## src/rtl/mult4_seq_mac_ctrl.sv

```systemverilog
// mult4_seq_mac_ctrl: sequential OPW x OPW multiply-accumulate
// built from one shared 4x4 nibble multiplier.
module mult4_seq_mac_ctrl #(
  parameter int OPW = 8
) (
  input  logic             clk,
  input  logic             rst_n,
  input  logic             in_valid,
  output logic             in_ready,
  input  logic [OPW-1:0]   a,
  input  logic [OPW-1:0]   b,
  input  logic             acc_en,
  input  logic             clr,
  output logic             out_valid,
  input  logic             out_ready,
  output logic [2*OPW-1:0] prod,
  output logic             busy
);

  localparam int ND    = OPW / 4;
  localparam int NSTEP = ND * ND;
  localparam int AW    = 2 * OPW;
  localparam int SW    = $clog2(NSTEP + 1);
  localparam int IW    = (ND > 1) ? $clog2(ND) : 1;

  typedef enum logic [1:0] {
    IDLE,
    MUL,
    DONE
  } state_t;

  state_t state_q;
  state_t state_d;

  logic [OPW-1:0] a_q;
  logic [OPW-1:0] b_q;
  logic [AW-1:0]  acc_q;
  logic [SW-1:0]  step_q;
  logic [IW-1:0]  ia_q;
  logic [IW-1:0]  ib_q;

  logic           accept;
  logic           last;
  logic [OPW-1:0] a_sh;
  logic [OPW-1:0] b_sh;
  logic [7:0]     pp;
  logic [IW:0]    nib_sum;
  logic [AW-1:0]  pp_sh;

  assign accept = in_valid & in_ready;
  assign last   = (step_q == SW'(NSTEP - 1));
  assign prod   = acc_q;

  // select the current nibble pair, multiply, align to its weight
  always_comb begin
    a_sh    = a_q >> {ia_q, 2'b00};
    b_sh    = b_q >> {ib_q, 2'b00};
    pp      = {4'h0, a_sh[3:0]} * {4'h0, b_sh[3:0]};
    nib_sum = {1'b0, ia_q} + {1'b0, ib_q};
    pp_sh   = AW'(pp) << {nib_sum, 2'b00};
  end

  // state register
  always_ff @(posedge clk) begin
    if (!rst_n) state_q <= IDLE;
    else        state_q <= state_d;
  end

  // next state and handshake outputs
  always_comb begin
    state_d   = state_q;
    in_ready  = 1'b0;
    out_valid = 1'b0;
    busy      = 1'b0;
    unique case (state_q)
      IDLE: begin
        in_ready = 1'b1;
        if (in_valid) state_d = MUL;
      end
      MUL: begin
        busy = 1'b1;
        if (last) state_d = DONE;
      end
      DONE: begin
        busy      = 1'b1;
        out_valid = 1'b1;
        if (out_ready) state_d = IDLE;
      end
      default: state_d = IDLE;
    endcase
  end

  // operand latch, step counters and shift-add accumulator
  always_ff @(posedge clk) begin
    if (!rst_n) begin
      a_q    <= '0;
      b_q    <= '0;
      acc_q  <= '0;
      step_q <= '0;
      ia_q   <= '0;
      ib_q   <= '0;
    end else begin
      unique case (state_q)
        IDLE: begin
          if (clr) acc_q <= '0;
          if (accept) begin
            a_q    <= a;
            b_q    <= b;
            step_q <= '0;
            ia_q   <= '0;
            ib_q   <= '0;
            if (!acc_en) acc_q <= '0;
          end
        end
        MUL: begin
          acc_q  <= acc_q + pp_sh;
          step_q <= step_q + SW'(1);
          if (ia_q == IW'(ND - 1)) begin
            ia_q <= '0;
            ib_q <= ib_q + IW'(1);
          end else begin
            ia_q <= ia_q + IW'(1);
          end
        end
        default: ;
      endcase
    end
  end

endmodule

```

## config.mk

```make
export PLATFORM = sky130hd
export DESIGN_NAME = mult4_seq_mac_ctrl
export DESIGN_NICKNAME = d
export VERILOG_FILES = /design/src/rtl/mult4_seq_mac_ctrl.sv
export SDC_FILE = /design/constraint.sdc
export NUM_CORES = 1
export LEC_CHECK = 0
export BUFFER_PORTS_ARGS = -buffer_cell sky130_fd_sc_hd__buf_2
export CORE_ASPECT_RATIO = 1.75
export CORE_UTILIZATION = 50
export DETAILED_ROUTE_END_ITERATION = 16
export PLACE_DENSITY_LB_ADDON = 0.12
export REMOVE_ABC_BUFFERS = 1
export SLEW_MARGIN = 0
export SYNTH_ARGS = -nofsm -noshare
export SYNTH_HDL_FRONTEND = slang
export SYNTH_SLANG_ARGS = --single-unit
```

## constraint.sdc

```tcl
create_clock -name clk -period 11.91 [get_ports clk]
set_input_delay 0 -clock clk [delete_from_list [all_inputs] [get_ports clk]]
set_output_delay 0 -clock clk [all_outputs]
set_load 0.01 [all_outputs]
```

# Word level (Yosys, flattened, before mapping)

Index checks and enable logic that the tools add are counted.

$add $sub $neg: 5
Multiply operators: 1
Equality and inequality tests: 8
Shifts and indexed selects: 3
Multiplexer cells: 18
Bitwise gates (word level): 1
Reduce and logical (&&, ||, !) cells: 7

Operators with widths:

| cell                | count |
|---|---|
| $mux 16             | 3 |
| $pmux 16 s2         | 1 |
| $add 16x16->16      | 1 |
| $shl 8x4->16        | 1 |
| $shr 8x3->4         | 2 |
| $ne 2x2->1 const B  | 5 |
| $mul 4x4->8         | 1 |
| $mux 1              | 6 |
| $mux 2              | 3 |
| $pmux 2 s3          | 1 |
| $pmux 3 s2          | 1 |
| $reduce_and 3->1    | 2 |
| $pmux 1 s2          | 2 |
| $reduce_and 2->1    | 2 |
| $add 3x1->3 const B | 1 |
| $eq 3x2->1 const B  | 1 |
| $mux 3              | 1 |
| $add 1x1->1 const B | 2 |
| $add 1x1->2         | 1 |
| $eq 2x1->1 const B  | 1 |
| $eq 2x2->1 const B  | 1 |
| $logic_not 2->1     | 1 |
| $reduce_bool 2->1   | 1 |
| $reduce_or 2->1     | 1 |
| $and 1x1->1         | 1 |

Register bits: 39
Output and inout bits: 19

# Depth between registers and ports, before layout

Gate-level depths: netlist of the first run.

Depth after elaboration: 5
Mapped depth: 21
Mapped depth without buffers: 20

# Worst setup path after synthesis of the first run

Ideal clock, no wire load.

Path kind: register -> register
From: reg ia_q
To: reg acc_q[14] (netlist: prod[14])
Setup time: 0.117 ns
Arrival: 4.486 ns
Required time: 11.793 ns
Setup slack: 7.306 ns
Stages on the path, launching flop included: 21
Clock period less this slack: 4.604 ns
Path through: dfxtp_1 buf_2 mux2i_1 or2_2 fa_1 inv_1 fa_1 inv_1 fa_1 inv_1 a21o_1 a21oi_1 xnor2_1 mux2i_1 nor2_1 ha_1 o21a_1 o21ai_0 a21oi_2 or3_1 a32o_1

Longest elaborated chain between the ends: 5
Elaborated cells on any way between the ends: 6
Classes of those cells: add/sub: 2; mul: 1; shift: 2; mux: 1

RTL lines:

| what                   | line | source |
|---|---|---|
| from (decl)            | 39   | `logic [IW-1:0] ia_q;` |
| from (signal assigned) | 122  | `ia_q <= ia_q + IW'(1);` |
| $shr 8x3->4            | 56   | `a_sh = a_q >> {ia_q, 2'b00};` |
| $mul 4x4->8            | 58   | `pp = {4'h0, a_sh[3:0]} * {4'h0, b_sh[3:0]};` |
| $shl 8x4->16 (*)       | 60   | `pp_sh = AW'(pp) << {nib_sum, 2'b00};` |
| $add 16x16->16 (*)     | 116  | `acc_q <= acc_q + pp_sh;` |
| $pmux 16 s2 (*)        | 103  | `unique case (state_q)` |
| to (signal assigned)   | 116  |  |
| to (decl)              | 37   | `logic [AW-1:0] acc_q;` |

Mark *: on every way between the ends. The rest lies on a longest branch, timed or not.
A chain may end at the register's enable or synchronous reset.

# Worst setup path in the final report of the first run

From: reg ia_q
To: reg acc_q[13] (netlist: prod[13])

The elaborated chain is that of the path after synthesis.

==> results.md, run 1 <==
- In this run the mean area of a mapped cell was 8.09 µm².
- Relative to the synthesized area, the layout overhead comes to 17.6%.
- The multi-input combinational cells in the finished layout cover a total of approximately 0.0021 mm².
- By area the synthesized netlist is led by dfxtp_1 (26%), ha_1 (14%), nand2_1 (6.5%).
- The number of buffers created by CTS is 5.
- The number of clock sinks is 39.
- The number of buffers on the longest clock path is 2.
- The total routing resource utilization after global routing is around 24%.
- The number of DRC violations after detailed-routing iteration 0 is around 80.
- Cells fill between 60 and 70% of the core in the end.
- The highest net fanout along the worst path is 11.
- The final estimated routing congestion in global placement is about 0.94.
- The number of setup buffers added after CTS is 0.
- Setup repair after global routing left no endpoint under its margin.
- In the layout the commonest cells are nand2_1 (53), buf_2 (40), dfxtp_1 (39), ha_1 (33), nor2_1 (23).
- The global-route wire length before repair is 11800 µm.
- After detailed routing, the average wire length per cell comes to 14.3 µm.
- The worst setup path is launched from a register.
- The number of top-level pins is between 40 and 50.
- Between clock sinks in the finished design, the worst skew comes to ~0.0098 ns.
- Port buffering added 40 buffers.
- The initial standard-cell utilization of the core is around 52%.
- The fraction of layout cells with a size suffix above 1 is ~15%.
- The tool flagged a number of max-cap violations equal to 0.
- The leakage component of the power is ~1.6 nW.
- The count of cells resized by post-cts repair is 0.
- The residual overflow from global routing is 0.
- From bottom edge to top edge, the die measures 105 µm.
- Timing would allow up to 201 MHz.
- The final worst-path cycle share is between 40% and 50%.
- The top cell type by area accounts for 25.6% of the synthesized area.
- The final count of pins violating max slew is 0.
- The cell area after synthesis is between 0.003 and 0.004 mm².
- The cell row count is 37.
- The number of nets still failing antenna checks after routing is 0.
- STA puts the critical path data arrival time at ~5.2 ns.
- The power density relative to cell area is 132 mW/mm².
- The area of the core region is 0.00588 mm².
- For the worst-skew pair, the clock arrives at the later sink with an insertion delay of 0.31 ns.
- The library cell used as clock root buffer is clkbuf_8.
- The number of remaining DRC errors is 0.
- The min-delay analysis places its worst path in the category input port to register.
- The worst vdd rail ir drop is ~110 µV.
- In the routed layout, each cell is associated on average with a via count of approximately 5.5.
- In the synthesized netlist the async set-or-reset flop fraction comes to 0%.
- Synthesis produced a netlist whose cell count is between 300 and 400.
- Entering global routing, the biggest net connects 37 pins.
- The run finished with clean final reports.
- TritonCTS built the clock tree.
- For this run, the register share of the synthesized area comes to roughly a quarter.
- For this run, the post-layout net count is about 480.
- The initial antenna violation count is 0.
- The number of flops mapped to enable cells by yosys is 0.
- The number of antenna diodes in the final layout is 0.
- The die area is 0.00643 mm².
- For the pin with the worst max-slew slack, the measured transition is 0.549 ns.
- The clock tree synthesis step divided the H-tree into 2 levels.
- For this run, the number of Yosys warnings is 0.
- The area of all sequential standard cells is between 700 and 800 µm².
- The first detailed-routing pass took 4 iterations.
- The time the worst path needs with I/O delays and setup is ~5 ns.
- After detailed routing, the total wire length is a little over 7000 µm.
- Synthesis instantiated 50 different standard cells from the library.
- The startpoint-to-endpoint class of the critical path is register to register.
- The total vias in the final route is between 2k and 3k.
- The chip width is approximately 61 µm.
- The number of hold violations in the final report is 0.
- After synthesis the netlist holds a flip-flop and latch count of 39.
- The most common library cell in the layout ignoring fill and taps is nand2_1.
- Among all flip-flop cells after synthesis, the most frequent one is dfxtp_1.
- Measured against its own limit, the worst slew margin works out to 63.4%.
- The setup violation total in the final timing report is 0.
- The sort of element at the end of the critical path is a register.
- Once detailed placement completed, the half-perimeter wirelength came to roughly 5600 µm.
- The data required time of the critical path is ~12 ns.
- The filler cell count in the final layout is around 560.
- The clock transition at the register clock pins on the worst setup and hold paths after CTS is ~0.090 ns.
- The number of global-route vias before repair is 2812.
- Setup total negative slack on the finished layout was measured at 0 ns.
- The cell taking the most area after synthesis is dfxtp_1.
[power breakdown]
group	leakage, nW	switching, mW	total (mW)	internal (mW)
Combinational	1.19	0.108	0.177	0.0689
Sequential	0.317	0.0148	0.162	0.147
Clock	0.0644	0.0523	0.136	0.0836
Total	1.57	0.175	0.475	0.299
[what timing repair did]
item | 4_1_cts | 5_1_grt
hold endpoints to repair | 16 | 0
setup endpoints to repair | 0 | 0
hold buffers | 16 | 0
[path summary, 6_finish.rpt]
check	start	to	slack, ns	cells after the start
worst min-delay path	in_valid	step_q[0]	0.12	3
worst max register to register	ia_q	prod[13]	6.92	17
worst min register to register	b_q[5]	b_q[5]	0.47	2
worst max-delay path	ia_q	prod[13]	6.92	17
[area by class of cell]
| class | count | area share [%] |
|---|---|---|
| multi-input combinational | 301 | 59.2 |
| sequential | 39 | 21.8 |
| timing repair buffer | 58 | 10.5 |
| tap | 78 | 2.72 |
| inverter | 19 | 1.99 |
| clock buffer | 5 | 1.92 |
| clock inverter | 3 | 1.88 |
[routing by layer]
metal / track usage, % / share of wire [%]
met3: 3.19 / 2.2
met1: 21.5 / 37
met2: 48.0 / 57
met5: 0 / 0
met4: 12.2 / 3.8
[logic make-up (layout without fill, tap and decap cells)]
logic type | count (synthesis) | count (layout) | share of synthesized area (%)
and+or+nand+nor | 130 | 130 | 20.1
AOI/OAI and AO/OA | 101 | 101 | 22.8
DFF | 39 | 39 | 25.6
adders and majority gates | 38 | 38 | 16.8
buffers and inverters | 37 | 85 | 4.72
muxes | 17 | 17 | 5.70
xor gates and xnor gates | 15 | 15 | 4.31
[Yosys cell counts, types with 4 or more instances]
cell type	instances
ha_1	33
xnor2_1	12
nor3_1	5
fa_1	5
a22oi_1	4
mux2i_1	14
inv_1	19
a21boi_0	16
o21ai_1	4
dfxtp_1	39
clkbuf_1	12
a21oi_1	18
o22ai_1	4
o21ai_0	17
nand3_1	8
nand2_1	53
buf_2	4
and2_1	7
a22o_1	4
nor2_1	23
nor2b_1	20
a21o_1	6
[flip-flops by register name (all words and copies together), names as in the netlist]
register,count
b_q,8
ia_q,1
step_q,3
a_q,8
state_q,2
ib_q,1
prod,16
[worst max-delay path, stage by stage (launching register included)]
cell and delay (ns):
dfxtp_1 0.62, mux2i_1 0.20, or2_2 0.34, fa_1 0.53, inv_1 0.05, fa_1 0.56, inv_1 0.06, fa_1 0.45
xor2_1 0.16, mux2_2 0.28, nor2_1 0.14, ha_1 0.33, a21oi_1 0.20, o21ai_1 0.11, o21ai_2 0.25, o21bai_2 0.13
a2111oi_0 0.35, a221o_1 0.16
[stage by stage]
stage	setup WS (ns)	area, µm²	total power, mW	hold slack (ns)	std cells
global route	6.45	3590	0.503	0.150	503
global placement	7.01	3290	0.334	0.250	479
floorplan	7.25	2980	0.284	0.122	359
finish	6.92	3590	0.475	0.119	503
detailed placement	6.88	3290	0.339	0.260	479
CTS	6.88	3590	0.479	0.123	503
(Power assumes the default switching activity.)
==> run 2, diff against run 1 <==
==> constraint.sdc (replaced) <==
create_clock -name clk -period 4.9 [get_ports clk]
set_input_delay 0 -clock clk [delete_from_list [all_inputs] [get_ports clk]]
set_output_delay 0 -clock clk [all_outputs]
set_load 0.01 [all_outputs]
==> run 2 against run 1 <==
  * Cell count up 1.4%
  * Sequential power grew 140%
  * Clock-buffer cell count is the same
  * Clock skew fell by 0.0011 ns
  * Critical path type unchanged
  * Fmax up 7.8%
  * Combinational power increased to 2.6 times the previous value
  * First-iteration DRC count grew 2.4%
  * Cell area up 1.9%
==> results.md, run 2 (synthesis results as in run 1) <==
- The run finished with clean final reports.
- The post-placement cell count is 486 (+1.5%).
- The number of cells on the worst reg-to-reg path came to 20 (+3).
- The final worst-path cycle share is 94.4% (+53 points).
- The count of antenna diodes in the layout is 0 (unchanged).
- The number of instances on the worst hold path is 3 (unchanged).
- The worst vdd rail ir drop is 265 µV (+150%).
- STA classifies the critical path startpoint as a register.
- The total power after layout is 1.07 mW (+130%).
- The TritonCTS clock tree is done.
- The met2 wire length is 4160 µm (+0.58%).
- The final total negative setup slack came to 0 ns (unchanged).
- The die area is 0.00643 mm² (unchanged).
- The leakage component of the power is 1.58 nW (+0.77%).
- The worst register-to-register path begins at ia_q.
- The worst-skew pair later-pin latency was 0.31 ns (about the same).
- The area of the core region is 0.00588 mm² (unchanged).
- The y dimension of the die is 105 µm (unchanged).
- The startpoint of the tightest hold check path is in_valid.
- The startpoint-to-endpoint class of the critical path is register to register.
- The layout overhead on the synthesized area is 19.9%.
- The number of top-level pins came to 41 (unchanged).
- CTS placed an instance of clkbuf_8 at the clock tree root.
- The number of buffers on the longest clock path is 2 (unchanged).
- Setup repair after global routing could not meet its margin everywhere.
- The arrival time of the worst setup path is 4.89 ns (-0.35 ns).
- In this run the top signal layer used is met4.
- The initial antenna violation count is 0 (unchanged).
- The average wire per standard cell is 14.3 µm (about the same).
- The library cell used most frequently in the layout, excluding fill and tap cells, is nand2_1.
- The global-route wire length before repair came to 11700 µm (-0.88%).
- The cell area after layout is 0.00365 mm² (+1.9%).
- The worst setup skew after layout is 0.00867 ns (-0.00112 ns).
- The residual overflow from global routing is 0 (unchanged).
- The number of iterations in the first detailed-routing pass came to 4 (unchanged).
- The placed standard-cell area came to 0.00334 mm² (+1.6%).
- The final estimated routing congestion in global placement is 0.938 (-0.46%).
- The clock transition at the register clock pins on the worst setup and hold paths after CTS came to 0.09 ns (about the same).
- The met3 wirelength from detailed routing was 151 µm (-3.8%).
- The share of total power in the clock network is 21.2% (-7.4 points).
- The fmax is 216 MHz (+7.8%).
- The total vias in the final route is 2781 (+0.14%).
- The wire length on met1 was 2740 µm (+4.0%).
- The number of global-route vias before repair was 2704 (-3.8%).
- The final count of pins violating max slew is 0 (unchanged).
- The fraction of layout cells with a size suffix above 1 is 17.8% (+3.0 points).
- The number of maximum-capacitance constraint violations was 0 (unchanged).
- The layout net count was 491 (+1.4%).
- The highest net fanout along the worst path is 6 (-5).
- The number of DRC violations after detailed-routing iteration 0 is 84 (+2.4%).
- The power density relative to cell area was 294 mW/mm² (+120%).
- The total wire length after detailed routing is 7300 µm (+1.4%).
- The number of buffers created by CTS is 5 (unchanged).
- The worst hold slack is 0.114 ns (-0.00485 ns).
- The time the worst path needs with I/O delays and setup came to 4.63 ns (-0.359 ns).
- The number of remaining DRC errors is 0 (unchanged).
- The initial standard-cell utilization of the core was 51.9% (unchanged).
- The chip width is 61.0 µm (unchanged).
- The slew at the pin closest to its max-slew limit is 0.541 ns (-0.00869 ns).
- The largest net degree at the start of global routing is 37 (unchanged).
- In the layout the commonest cells are nand2_1 (53), buf_2 (40), dfxtp_1 (37), ha_1 (32), nor2_1 (23).
- The number of vias per cell after detailed routing is 5.45 (-1.2%).
- The number of flip-flops under the largest register name came to 16 (unchanged).
- The net switching fraction of the power came to 40.3% (+3.4 points).
- The number of buffer cells added on primary ports was 40 (unchanged).
- The setup slack of the most critical reg-to-reg path is 0.27 ns (-6.65 ns).
- The number of standard cells in the layout, taps in and fillers out is 510 (+1.4%).
- The cell-internal power is 0.641 mW (+110%).
- The number of nets still failing antenna checks after routing is 0 (unchanged).
- The total routing resource utilization after global routing is 24.2% (about the same).
- The sort of element at the end of the critical path is a register.
- The net switching component of the power came to 0.433 mW (+150%).
- The combinational group share of total power came to 42.5% (+5.2 points).
- The worst max-slew margin expressed relative to the limit came to 63.9% (+0.58 points).
- The number of hold violations in the final report was 0 (unchanged).
- The cell row count is 37 (unchanged).
- The setup violation total in the final timing report is 0 (unchanged).
- The sequential cell fraction of total power is 36.2% (+2.1 points).
- The maximum level of the CTS H-tree is 2 (unchanged).
- The data required time of the critical path was 5.16 ns (-7.00 ns).
- The critical path starts at ia_q.
- The number of clock sinks is 39 (unchanged).
- The worst min-delay path class is input port to register.
- The detailed-placement wirelength estimate is 5550 µm (-0.75%).
[run 2: changes by cell type in the layout (fill, tap and decap cells not counted), sizes merged]
cell / change
clkinvlp: +1
clkinv: +1
buf: +7
bufinv: -2
[run 2: routing by layer]
metal | vias to the layer above | track usage (%)
met4 | 0 | 11.7
met3 | 17 | 3.56
met5 | - | 0
met2 | 53 | 46.5
met1 | 1288 | 23.0
li1 | 1423 | -
[run 2: path summary, 6_finish.rpt]
| check | endpoint |
|---|---|
| setup / recovery | prod[13] |
| hold reg to reg | a_q[6] |
| hold / removal | step_q[0] |
| setup reg to reg | prod[13] |
[run 2: cell type report]
class / count / area, µm²
Fill cell: 562 / 2220
Multi-Input combinational cell: 301 / 2180
Sequential cell: 39 / 788
Timing Repair Buffer: 65 / 428
Tap cell: 78 / 97.6
Inverter: 19 / 71.3
Clock buffer: 5 / 68.8
Clock inverter: 3 / 20.0
[run 2: stage by stage]
step	worst slack [ns]	utilization, %
floorplan	0.239	-
global placement	0.217	56.8
detailed placement	0.105	56.8
CTS	0.0742	61.1
global route	-0.0000333	62.2
finish	0.273	62.2
[run 2: critical path, stage by stage, from the launching register on]
cell and delay [ns]:
dfxtp_4 0.38, mux2i_1 0.16, or2_2 0.33, fa_1 0.54, inv_1 0.06, fa_1 0.56
inv_1 0.07, fa_2 0.39, inv_1 0.06, a21o_1 0.11, a21oi_1 0.07, xnor2_1 0.14
mux2i_1 0.17, nor2_1 0.07, ha_1 0.38, a21oi_1 0.17, o21ai_1 0.11, o21ai_2 0.27
o21bai_4 0.13, a2111oi_4 0.27, a221o_1 0.14
[run 2: repair_timing]
action / 4_1_cts / 5_1_grt
setup buffers: 0 / 0
endpoints found under the hold margin: 16 / 0
hold buffers: 16 / 0
setup endpoints to repair: 0 / 8
resized for setup: 0 / 15
[run 2: power by group through the flow]
stage | combinational, mW | sequential (mW) | clock (mW)
after floorplan | 0.297 | 0.392 | 0
after global placement | 0.437 | 0.394 | 0
after detailed placement | 0.441 | 0.395 | 0
after CTS | 0.453 | 0.388 | 0.235
after global routing | 0.504 | 0.395 | 0.245
final | 0.457 | 0.389 | 0.228
